## src/rtl/lsq_v2.sv

```systemverilog
// lsq_v2: in-order load/store queue with tag-checked address fill, commit-gated stores and CDB broadcast.
// Ports:
//   clock, reset                       single clock, synchronous active-high reset
//   dp_valid/is_store/tag/dest         dispatch request; dp_ready, dp_idx report space and the next slot
//   ex_valid/idx/tag/addr/data/size    address/data fill for a waiting entry
//   commit_store, squash               ROB retirement of the head store, pipeline flush
//   dc_req_*                           dcache request from the head entry
//   dc_resp_done, dc_resp_data         dcache completion
//   cdb_*                              registered completion broadcast
//   count                              occupied entries
// Config: define LSQ_STORE_CDB_EN to also broadcast store completions (value 0) on the CDB.
module lsq_v2 #(
    parameter int DEPTH = 8,
    parameter int TAG_W = 5
) (
    input  logic                     clock,
    input  logic                     reset,
    input  logic                     dp_valid,
    input  logic                     dp_is_store,
    input  logic [TAG_W-1:0]         dp_tag,
    input  logic [4:0]               dp_dest,
    output logic                     dp_ready,
    output logic [$clog2(DEPTH)-1:0] dp_idx,
    input  logic                     ex_valid,
    input  logic [$clog2(DEPTH)-1:0] ex_idx,
    input  logic [TAG_W-1:0]         ex_tag,
    input  logic [31:0]              ex_addr,
    input  logic [31:0]              ex_data,
    input  logic [1:0]               ex_size,
    input  logic                     commit_store,
    input  logic                     squash,
    output logic                     dc_req_valid,
    output logic [31:0]              dc_req_addr,
    output logic [31:0]              dc_req_data,
    output logic [1:0]               dc_req_size,
    output logic                     dc_req_store,
    input  logic                     dc_resp_done,
    input  logic [31:0]              dc_resp_data,
    output logic                     cdb_valid,
    output logic [TAG_W-1:0]         cdb_tag,
    output logic [31:0]              cdb_value,
    output logic [4:0]               cdb_dest,
    output logic [$clog2(DEPTH):0]   count
);
    localparam int IW = $clog2(DEPTH);
`ifdef LSQ_STORE_CDB_EN
    localparam bit STORE_CDB = 1'b1;
`else
    localparam bit STORE_CDB = 1'b0;
`endif
    typedef enum logic [1:0] {EMPTY, WAIT_ADDR, READY, ISSUED} st_t;
    st_t               st       [DEPTH];
    logic              committed[DEPTH];
    logic              is_store [DEPTH];
    logic [TAG_W-1:0]  tag      [DEPTH];
    logic [4:0]        dest     [DEPTH];
    logic [31:0]       addr     [DEPTH];
    logic [31:0]       data     [DEPTH];
    logic [1:0]        size     [DEPTH];
    logic [IW-1:0]     head, tail;
    logic              alloc, fill, commit, issue, keep, deq, bcast;
    always_comb begin
        dp_ready     = count != (IW+1)'(DEPTH);
        dp_idx       = tail;
        alloc        = dp_valid && dp_ready && !squash;
        fill         = ex_valid && !squash && st[ex_idx] == WAIT_ADDR && tag[ex_idx] == ex_tag;
        commit       = commit_store && !squash && st[head] != EMPTY && is_store[head];
        issue        = st[head] == READY && (!is_store[head] || committed[head]);
        // only a committed store at head survives a flush
        keep         = st[head] != EMPTY && is_store[head] && committed[head];
        deq          = dc_resp_done && st[head] == ISSUED && (!squash || keep);
        bcast        = deq && (!is_store[head] || STORE_CDB);
        dc_req_valid = issue || st[head] == ISSUED;
        dc_req_addr  = addr[head];
        dc_req_data  = data[head];
        dc_req_size  = size[head];
        dc_req_store = is_store[head];
    end
    always_ff @(posedge clock) begin
        if (reset) begin
            for (int i = 0; i < DEPTH; i++) begin
                st[i]        <= EMPTY;
                committed[i] <= 1'b0;
            end
            head      <= '0;
            tail      <= '0;
            count     <= '0;
            cdb_valid <= 1'b0;
            cdb_tag   <= '0;
            cdb_value <= '0;
            cdb_dest  <= '0;
        end else begin
            for (int i = 0; i < DEPTH; i++) begin
                if (squash && !(keep && head == IW'(i))) begin
                    st[i]        <= EMPTY;
                    committed[i] <= 1'b0;
                end else if (alloc && tail == IW'(i)) begin
                    st[i]        <= WAIT_ADDR;
                    committed[i] <= 1'b0;
                    is_store[i]  <= dp_is_store;
                    tag[i]       <= dp_tag;
                    dest[i]      <= dp_dest;
                end else begin
                    if (fill && ex_idx == IW'(i)) begin
                        st[i]   <= READY;
                        addr[i] <= ex_addr;
                        data[i] <= ex_data;
                        size[i] <= ex_size;
                    end else if (deq && head == IW'(i)) begin
                        st[i] <= EMPTY;
                    end else if (issue && head == IW'(i)) begin
                        st[i] <= ISSUED;
                    end
                    if (commit && head == IW'(i))
                        committed[i] <= 1'b1;
                end
            end
            head <= head + IW'(deq);
            if (squash) begin
                tail  <= keep ? head + IW'(1) : head;
                count <= (keep && !deq) ? (IW+1)'(1) : '0;
            end else begin
                tail  <= tail + IW'(alloc);
                count <= count + (IW+1)'(alloc) - (IW+1)'(deq);
            end
            cdb_valid <= bcast;
            if (bcast) begin
                cdb_tag   <= tag[head];
                cdb_dest  <= dest[head];
                cdb_value <= is_store[head] ? 32'd0 : dc_resp_data;
            end
        end
    end
endmodule

```

## config.mk

```make
export PLATFORM = sky130hd
export DESIGN_NAME = lsq_v2
export DESIGN_NICKNAME = d
export VERILOG_FILES = /design/src/rtl/lsq_v2.sv
export SDC_FILE = /design/constraint.sdc
export NUM_CORES = 1
export LEC_CHECK = 0
export CAP_MARGIN = 10
export CORE_MARGIN = 5
export CORE_UTILIZATION = 44
export DETAILED_ROUTE_END_ITERATION = 8
export PLACE_DENSITY_LB_ADDON = 0.2
export SLEW_MARGIN = 20
export SYNTH_ARGS = -nofsm -noshare
export SYNTH_HDL_FRONTEND = slang
export SYNTH_SLANG_ARGS = --single-unit
```

## constraint.sdc

```tcl
create_clock -name clock -period 13 [get_ports clock]
set_clock_uncertainty 0.05 [all_clocks]
set_input_delay 1.95 -clock clock [delete_from_list [all_inputs] [get_ports clock]]
set_output_delay 1.95 -clock clock [all_outputs]
set_load 0.01 [all_outputs]
```

==> results.md, run 1 <==
- Status: finished clean
- Mapped Avg Cell Area: approximately 18 sq um
- Io pins: 243
- Logic pwr share: 0.029
- Post-Route WL: about 62000 um
- CTS tree: yes
- Int Pwr: 3.669 mW
- Number of synthesized register bits: 693
- Arr. time, crit path: between 4 and 5 ns
- Most frequent cells in the layout: edfxtp_1, nand2_1, clkdlybuf4s50_1, mux4_2, clkbuf_16
- Fin. max-slew vios: 0
- Sequential share of power: 0.533
- Port Buffers: between 200 and 250
- Hold Crit Endpoint: cdb_value[24]
- Die height: approximately 260 um
- Hold Crit Class: reg -> reg
- Power density over cell area: between 100 and 150 nW/um^2
- Initial antenna violation count: 6
- Core area: roughly 62000 sq um
- Crit path kind: reg -> out
- Starting Density: 0.4442
- R2R depth: 8
- Drt via density: 5.399
- Setup TNS: 0 ns
- # rows: roughly 90
- Share of cells above drive strength 1: 0.1806
- Synth top area share: 0.7011
- Antenna Nets Post-Route: 0
- Max-slew headroom: 0.2854
- Mapped cell area: 27410 sq um
- Final Wtd Congestion: 0.8355
- Total clock sinks: about 700
- HP Start: cdb_value[24]
- Nets: about 1900
- Postcts setup bufs: 0
- DR DRC count: 0
- Num CTS Buffers: 73
- Via count: 14590
- Startpoint Class: register
- Syn nets: 1678
- Die footprint: about 67000 sq um
- Critical Path RT: 11.00 ns
- Synth area leader: edfxtp_1
- Number of global-route vias before repair: between 15000 and 20000
- GRT Overall Usage: 0.1830
- Final min period: between 6 and 7 ns
- First-iteration detailed-routing DRC count: 1203
- Most common cell after layout, fill and taps aside: edfxtp_1
- First-pass GRT wire length: approximately 94000 um
- Main synth FF type: edfxtp_1
- Area Overhead vs Synth: 21.21%
- Sw frac: 0.1989
- Total power: roughly 4.6 mW
- Max-cap violation count: 0
- Highest Clock Rate: between 150 and 200 MHz
- Clk slew on worst S/H paths: about 0.06 ns
- CTS H-tree lvls: 3
- Post-Synthesis Cells: roughly 1500
- Worst slew pin tran: approximately 1.1 ns
- Clock power frac: 0.437
- Grt ovf: 0
- Ranking of synthesized cells by area: edfxtp_1, mux4_2, nand2_1
- R2r setup slk: 7.49 ns
- Detailed placer's ending HPWL: 36020 um
- Layout fillers: roughly 5000
- Worst-path maximum fanout: 48
- Routed len/inst: approximately 23 um
- P_sw: ~900 uW
- R2r endpoint: data[3][29]
- Final period util: 0.4979
- Fraction of registers with async set/reset: 0
- Longest Clk Path Bufs: 3
- Register area: between 20000 and 25000 sq um
- EDFF count, synth: 640
- Multi-input logic area: 6830 sq um
- Leak: about 11 nW
- Synth warn: 0
- Post-synthesis sequential area ratio: 0.7398
- Cts repair resizes: 0
- Hold-fix buffers, CTS: 0
- Peak VDD IR: 97.69 uV
- RSZ-0062 raised after global routing: no
- Root Buffer: clkbuf_16
- Die width: 259.6 um
- Count of final setup violators: 0
- Hold path depth: 2
- CP endpoint kind: primary output
- Drt pass-1 iters: 7
- Hold Vio Cnt, Final: 0
- Yosys cell types: 63
- FF-to-FF Start: head[1]
- Largest net degree at the start of global routing: 70
- Post-layout util: 0.5384
- Clk_lat worst skew: ~0.60 ns
## state kept, by name (all words and copies together) (netlist names), 16 cells and up
register	flops
addr	256
cdb_value	32
data	256
dest	40
size	16
st	16
tag	40
## worst max-delay path by stage
| stage | from | endpoint | cells past startpoint |
|---|---|---|---|
| final | head[0] | dc_req_data[21] | 6 |
| after global routing | head[0] | dc_req_data[21] | 6 |
| after CTS | head[0] | dc_req_data[21] | 6 |
| after detailed placement | ex_idx[0] | data[3][0] | 9 |
| after global placement | ex_idx[0] | data[1][8] | 10 |
| after floorplan | ex_idx[1] | st[2][1] | 8 |
## power by group through the flow
stage | clock (mW) | combinational [mW] | sequential, mW
final | 2.00 | 0.134 | 2.44
after global routing | 2.15 | 0.146 | 2.44
after CTS | 2.06 | 0.135 | 2.44
after detailed placement | 0 | 0.134 | 2.49
after global placement | 0 | 0.131 | 2.49
after floorplan | 0 | 0.0511 | 2.49
## cells by family after synthesis
logic type,share of synthesized area
DFF,0.7398
and+or+nand+nor,0.06587
muxes,0.1417
AOI/OAI and AO/OA,0.02679
buffers and inverters,0.01506
adders and majority gates,0.007577
xor gates and xnor gates,0.003195
## cell type report
type,count,area share
Sequential cell,693,0.6107
Multi-Input combinational cell,743,0.2056
Timing Repair Buffer,272,0.07991
Clock buffer,91,0.05860
Tap cell,837,0.03152
Clock inverter,41,0.01100
Inverter,20,0.002297
Antenna cell,5,0.0003766
## synthesized netlist by cell type (6+ instances only)
cell type	instances
inv_1	18
mux2_2	9
a311oi_1	11
nand2b_1	8
nand2_1	310
nand3_1	12
mux4_2	161
clkbuf_1	54
o21ai_0	7
nor4_1	11
o21bai_1	9
nor3_1	14
mux2i_1	10
nor2b_1	7
a21oi_1	41
ha_1	15
nor2_1	32
nand3b_1	6
buf_1	16
dfxtp_1	53
buf_2	9
a21o_1	8
edfxtp_1	640
## per-stage QoR
stage | cells | hold WS [ns] | setup slack (ns) | area, sq um
2_1_floorplan | 1538 | 0.4305 | 2.617 | 27410
3_3_place_gp | 2564 | 0.3922 | 6.324 | 30880
3_5_place_dp | 2564 | 0.3982 | 6.278 | 30880
4_1_cts | 2696 | 0.4057 | 6.307 | 33190
5_1_grt | 2697 | 0.4256 | 6.021 | 33210
6_report | 2702 | 0.4003 | 6.528 | 33220
## metal layers
metal | wire length [um] | track usage
met3 | 3768 | 0.04447
met5 | 21 | 0
met4 | 947 | 0.03728
met1 | 26140 | 0.2521
met2 | 30640 | 0.3024
## critical path, stage by stage (launching register included)
cell and delay (ns):
dfxtp_4 0.80, buf_4 0.78, buf_4 0.90, mux4_2 0.60, nand2_1 0.08, nand2_1 0.15, clkdlybuf4s50_1 0.53
Note: power is estimated with default switching activity, not from simulation.
==> run 2: changes to the inputs <==
==> constraint.sdc (replaced) <==
create_clock -name clock -period 5.25 [get_ports clock]
set_clock_uncertainty 0.05 [all_clocks]
set_input_delay 0.7875 -clock clock [delete_from_list [all_inputs] [get_ports clock]]
set_output_delay 0.7875 -clock clock [all_outputs]
set_load 0.01 [all_outputs]
==> results.md, run 2 (same netlist as run 1, synthesis figures left out) <==
- Initial antenna violation count: 8
- Largest net degree at the start of global routing: about 120
- Max-slew headroom: 0.3202
- Startpoint Class: register
- DR top layer: met5
- First-iteration detailed-routing DRC count: about 1100
- Setup TNS: 0 ns
- Leak: around 11 nW
- Clock power frac: 0.432
- Drt pass-1 iters: 5
- P_sw: approximately 2.3 mW
- Io pins: 243
- Worst-path maximum fanout: ~110
- Critical Path RT: about 4.4 ns
- Worst slew pin tran: between 1 and 1.5 ns
- Number of global-route vias before repair: roughly 15000
- Most common cell after layout, fill and taps aside: edfxtp_1
- Grt ovf: 0
- HP Start: cdb_value[18]
- Final min period: around 4.5 ns
- Peak VDD IR: between 150 and 200 uV
- Most frequent cells in the layout: edfxtp_1, nand2_1, clkdlybuf4s50_1, mux4_2, clkbuf_16
- Hold Crit Class: reg -> reg
- Max-cap violation count: 0
- GRT Overall Usage: 0.1834
- Num CTS Buffers: 73
- Total clock sinks: between 600 and 700
- Hold path depth: 2
- Share of cells above drive strength 1: 0.1817
- Drt via density: 5.413
- Highest Clock Rate: approximately 220 MHz
- First-pass GRT wire length: between 90000 and 100000 um
- Post-Route WL: roughly 62000 um
- CTS tree: yes
- Sw frac: 0.2005
- Worst Setup EP: dc_req_addr[18]
- Die height: approximately 260 um
- Cts repair resizes: 0
- Met3 wire len: 3649 um
- Longest Clk Path Bufs: 3
- Clk_lat worst skew: 0.61 ns
- Top Registers: addr x256, data x256
- Power density over cell area: about 340 nW/um^2
- Die footprint: between 60000 and 70000 sq um
- Final period util: 0.8659
- Fin. max-slew vios: 0
- CTS H-tree lvls: 3
- Crit path kind: reg -> out
- Nets: slightly below 2000
- Int Pwr: between 8 and 9 mW
- Postcts setup bufs: 0
- Logic pwr share: 0.030
- Arr. time, crit path: between 3 and 4 ns
- Final hold slack: a little over 0.4 ns
- Sequential share of power: 0.538
- CP startpoint: head[0]
- FF-to-FF Start: head[0]
- Routed len/inst: 22.96 um
- Die width: about 260 um
- Port Buffers: about 240
- Hold Vio Cnt, Final: 0
- WL met1: 26490 um
- Via count: between 10000 and 15000
- R2r endpoint: data[1][26]
- Layout fillers: a little under 5000
- Core area: between 60000 and 70000 sq um
- Status: finished clean
- R2r setup slk: approximately 1.1 ns
- Root Buffer: clkbuf_16
- Final Wtd Congestion: between 0.8 and 0.9
- R2R depth: 7
- Antenna Nets Post-Route: 0
- # rows: just over 90
- CP endpoint kind: primary output
- Area Overhead vs Synth: 21.76%
- Clk slew on worst S/H paths: 0.06 ns
- Met2 wire len: just over 30000 um
- Detailed placer's ending HPWL: roughly 37000 um
- Starting Density: 0.4442
- Count of final setup violators: 0
- DR DRC count: 0
- RSZ-0062 raised after global routing: no
- Hold-fix buffers, CTS: 0
## run 2: metal layers
layer  up-vias  track usage
met5         -            0
li1       6600            -
met3        78      0.03932
met1      7550       0.2476
met4        10      0.05005
met2       409       0.3062
## run 2: worst max-delay path, cell delays in order, from the launching register on
cell	delay (ns)
dfxtp_4	0.88
buf_12	0.77
mux4_2	0.60
nand2_1	0.08
nand2_1	0.17
clkdlybuf4s50_1	0.54
## run 2: power by group through the flow
stage               registers, mW  clock network [mW]  logic [mW]
detailed placement           6.17                   0       0.341
floorplan                    6.17                   0       0.128
global placement             6.17                   0       0.332
finish                       6.05                4.85       0.340
global route                 6.05                5.23       0.368
CTS                          6.05                4.98       0.342
## run 2: layout make-up
type                       instances  area (sq um)  share of cell area
multi-input combinational        743          6863              0.2056
timing repair buffer             281          2848             0.08532
sequential                       693         20290              0.6079
antenna                            3         7.507           0.0002249
inverter                          20         76.32            0.002287
tap                              837          1047             0.03138
clock buffer                      95          1962             0.05878
clock inverter                    34         282.8            0.008472
## run 2: worst min path at each step
stage	endpoint
detailed placement	cdb_value[18]
global placement	cdb_value[31]
floorplan	cdb_value[0]
global route	cdb_value[30]
CTS	cdb_value[18]
finish	cdb_value[18]
## run 2: stage by stage
stage | power (mW) | std cells | cell area [sq um] | utilization | setup WS, ns
global route | 11.64 | 2704 | 33370 | 0.5408 | 0.3288
finish | 11.25 | 2706 | 33380 | 0.5409 | 0.7039
CTS | 11.37 | 2703 | 33370 | 0.5407 | 0.5112
detailed placement | 6.508 | 2574 | 31120 | 0.5043 | 0.5118
global placement | 6.500 | 2574 | 31120 | 0.5043 | 0.6015
floorplan | 6.294 | 1538 | 27450 | - | -1.113
==> run 3: changes to the inputs <==
--- a/config.mk
+++ b/config.mk
@@ -8,6 +8,7 @@
 export CAP_MARGIN = 10
 export CORE_MARGIN = 5
 export CORE_UTILIZATION = 44
+export CTS_CLUSTER_SIZE = 8
 export DETAILED_ROUTE_END_ITERATION = 8
 export PLACE_DENSITY_LB_ADDON = 0.2
 export SLEW_MARGIN = 20
==> results.md, run 3 (same netlist as run 1, synthesis figures left out) <==
- Status: finished clean
- R2r endpoint: addr[1][5]
- CTS tree: yes
- Port Buffers: between 200 and 250
- Die width: ~260 um
- Final period util: 0.8721
- Clk_lat worst skew: 0.63 ns
- Fin. max-slew vios: 0
- Post-layout util: 0.5476
- Routed len/inst: 23.17 um
- Hold path depth: 2
- GRT Overall Usage: 0.1860
- Antenna Nets Post-Route: 0
- Max-cap violation count: 0
- Cell Area, Placed: 31120 sq um
- First-pass GRT wire length: between 90000 and 100000 um
- Postcts setup bufs: 0
- Drt via density: 5.472
- Die footprint: 67390 sq um
- Share of cells above drive strength 1: 0.1844
- First-iteration detailed-routing DRC count: roughly 1100
- Nets: roughly 2000
- Startpoint Class: register
- Peak VDD IR: approximately 220 uV
- Worst-path maximum fanout: around 110
- Power density over cell area: about 350 nW/um^2
- Final hold slack: 0.4006 ns
- HP Start: cdb_value[18]
- Post-Route WL: between 60000 and 70000 um
- Leak: roughly 11 nW
- Arr. time, crit path: between 3 and 4 ns
- Layout fillers: about 4900
- FF-to-FF Start: head[0]
- # rows: 91
- R2r setup slk: between 1 and 1.5 ns
- Final Wtd Congestion: approximately 0.82
- Worst Slack Setup Final: about 0.67 ns
- Most common cell after layout, fill and taps aside: edfxtp_1
- Clk slew on worst S/H paths: 0.05 ns
- Total clock sinks: about 700
- Cts repair resizes: 0
- Core area: about 62000 sq um
- Pre-CTS WS: between 0.5 and 0.6 ns
- Area Overhead vs Synth: 23.28%
- R2R depth: 7
- Most frequent cells in the layout: edfxtp_1, nand2_1, clkdlybuf4s50_1, mux4_2, clkbuf_16
- Highest Clock Rate: 218.4 MHz
- Critical Path RT: roughly 4.4 ns
- Number of global-route vias before repair: around 16000
- CP endpoint kind: primary output
- Root Buffer: clkbuf_16
- Post-Layout Inst Area: approximately 34000 sq um
- Die height: about 260 um
- DR DRC count: 0
- Hold Crit Endpoint: cdb_value[18]
- Max-slew headroom: 0.3259
- Longest Clk Path Bufs: 3
- Top Registers: addr x256, data x256
- Setup TNS: 0 ns
- Detailed placer's ending HPWL: between 30000 and 40000 um
- Final min period: ~4.6 ns
- Via count: between 10000 and 15000
- Starting Density: 0.4442
- Worst slew pin tran: 1.011 ns
- Grt ovf: 0
- Hold Crit Class: reg -> reg
- Largest net degree at the start of global routing: 122
- Hold-fix buffers, CTS: 0
- Drt pass-1 iters: 7
- CTS H-tree lvls: 3
- RSZ-0062 raised after global routing: no
- Num CTS Buffers: 96
- Count of final setup violators: 0
- Io pins: around 240
- Crit path kind: reg -> out
- Initial antenna violation count: 8
- Hold Vio Cnt, Final: 0
run 3: cell types whose count changed in the layout (fill, tap and decap cells not counted), sizes merged:
| cell | previous run | this run |
|---|---|---|
| inv | 23 | 22 |
| clkinv | 26 | 3 |
| clkinvlp | 2 | 0 |
| clkbuf | 95 | 134 |
| bufinv | 3 | 0 |
run 3: worst max path at each step:
stage | startpoint | end | slack, ns
after floorplan | ex_idx[1] | st[6][1] | -1.11
after global placement | ex_idx[0] | data[1][6] | 0.60
after detailed placement | ex_idx[0] | data[1][27] | 0.51
after CTS | head[0] | dc_req_addr[18] | 0.49
after global routing | head[0] | dc_req_addr[18] | 0.32
final | head[0] | dc_req_addr[18] | 0.67
run 3: per-layer routing:
layer,track usage,part of all wire,vias up
met5,0,0.0011,-
met4,0.05504,0.021,10
met3,0.04184,0.064,112
met2,0.3092,0.49,483
met1,0.2492,0.42,7633
li1,-,-,6624
run 3: stage by stage:
stage	instances	power, mW
2_1_floorplan	1538	6.294
3_3_place_gp	2574	6.500
3_5_place_dp	2574	6.508
4_1_cts	2713	12.05
5_1_grt	2714	12.33
6_report	2716	11.92
run 3: area by class of cell:
| class | instances | area (sq um) | share of cell area |
|---|---|---|---|
| sequential | 693 | 20290 | 0.6005 |
| multi-input combinational | 743 | 6863 | 0.2031 |
| timing repair buffer | 281 | 2848 | 0.08427 |
| clock buffer | 134 | 2576 | 0.07624 |
| tap | 837 | 1047 | 0.03099 |
| clock inverter | 5 | 83.83 | 0.002481 |
| inverter | 20 | 76.32 | 0.002259 |
| antenna | 3 | 7.507 | 0.0002222 |
run 3: worst max-delay path: stages, from the launching register on:
cell and delay, ns:
dfxtp_4 0.89, buf_12 0.77, mux4_2 0.60, nand2_1 0.08
nand2_1 0.17, clkdlybuf4s50_1 0.54
run 3: where the power goes:
part           switching, mW  internal [mW]
logic                  0.182          0.159
clock network           2.16           3.35
registers             0.0140           6.05
total                   2.36           9.56
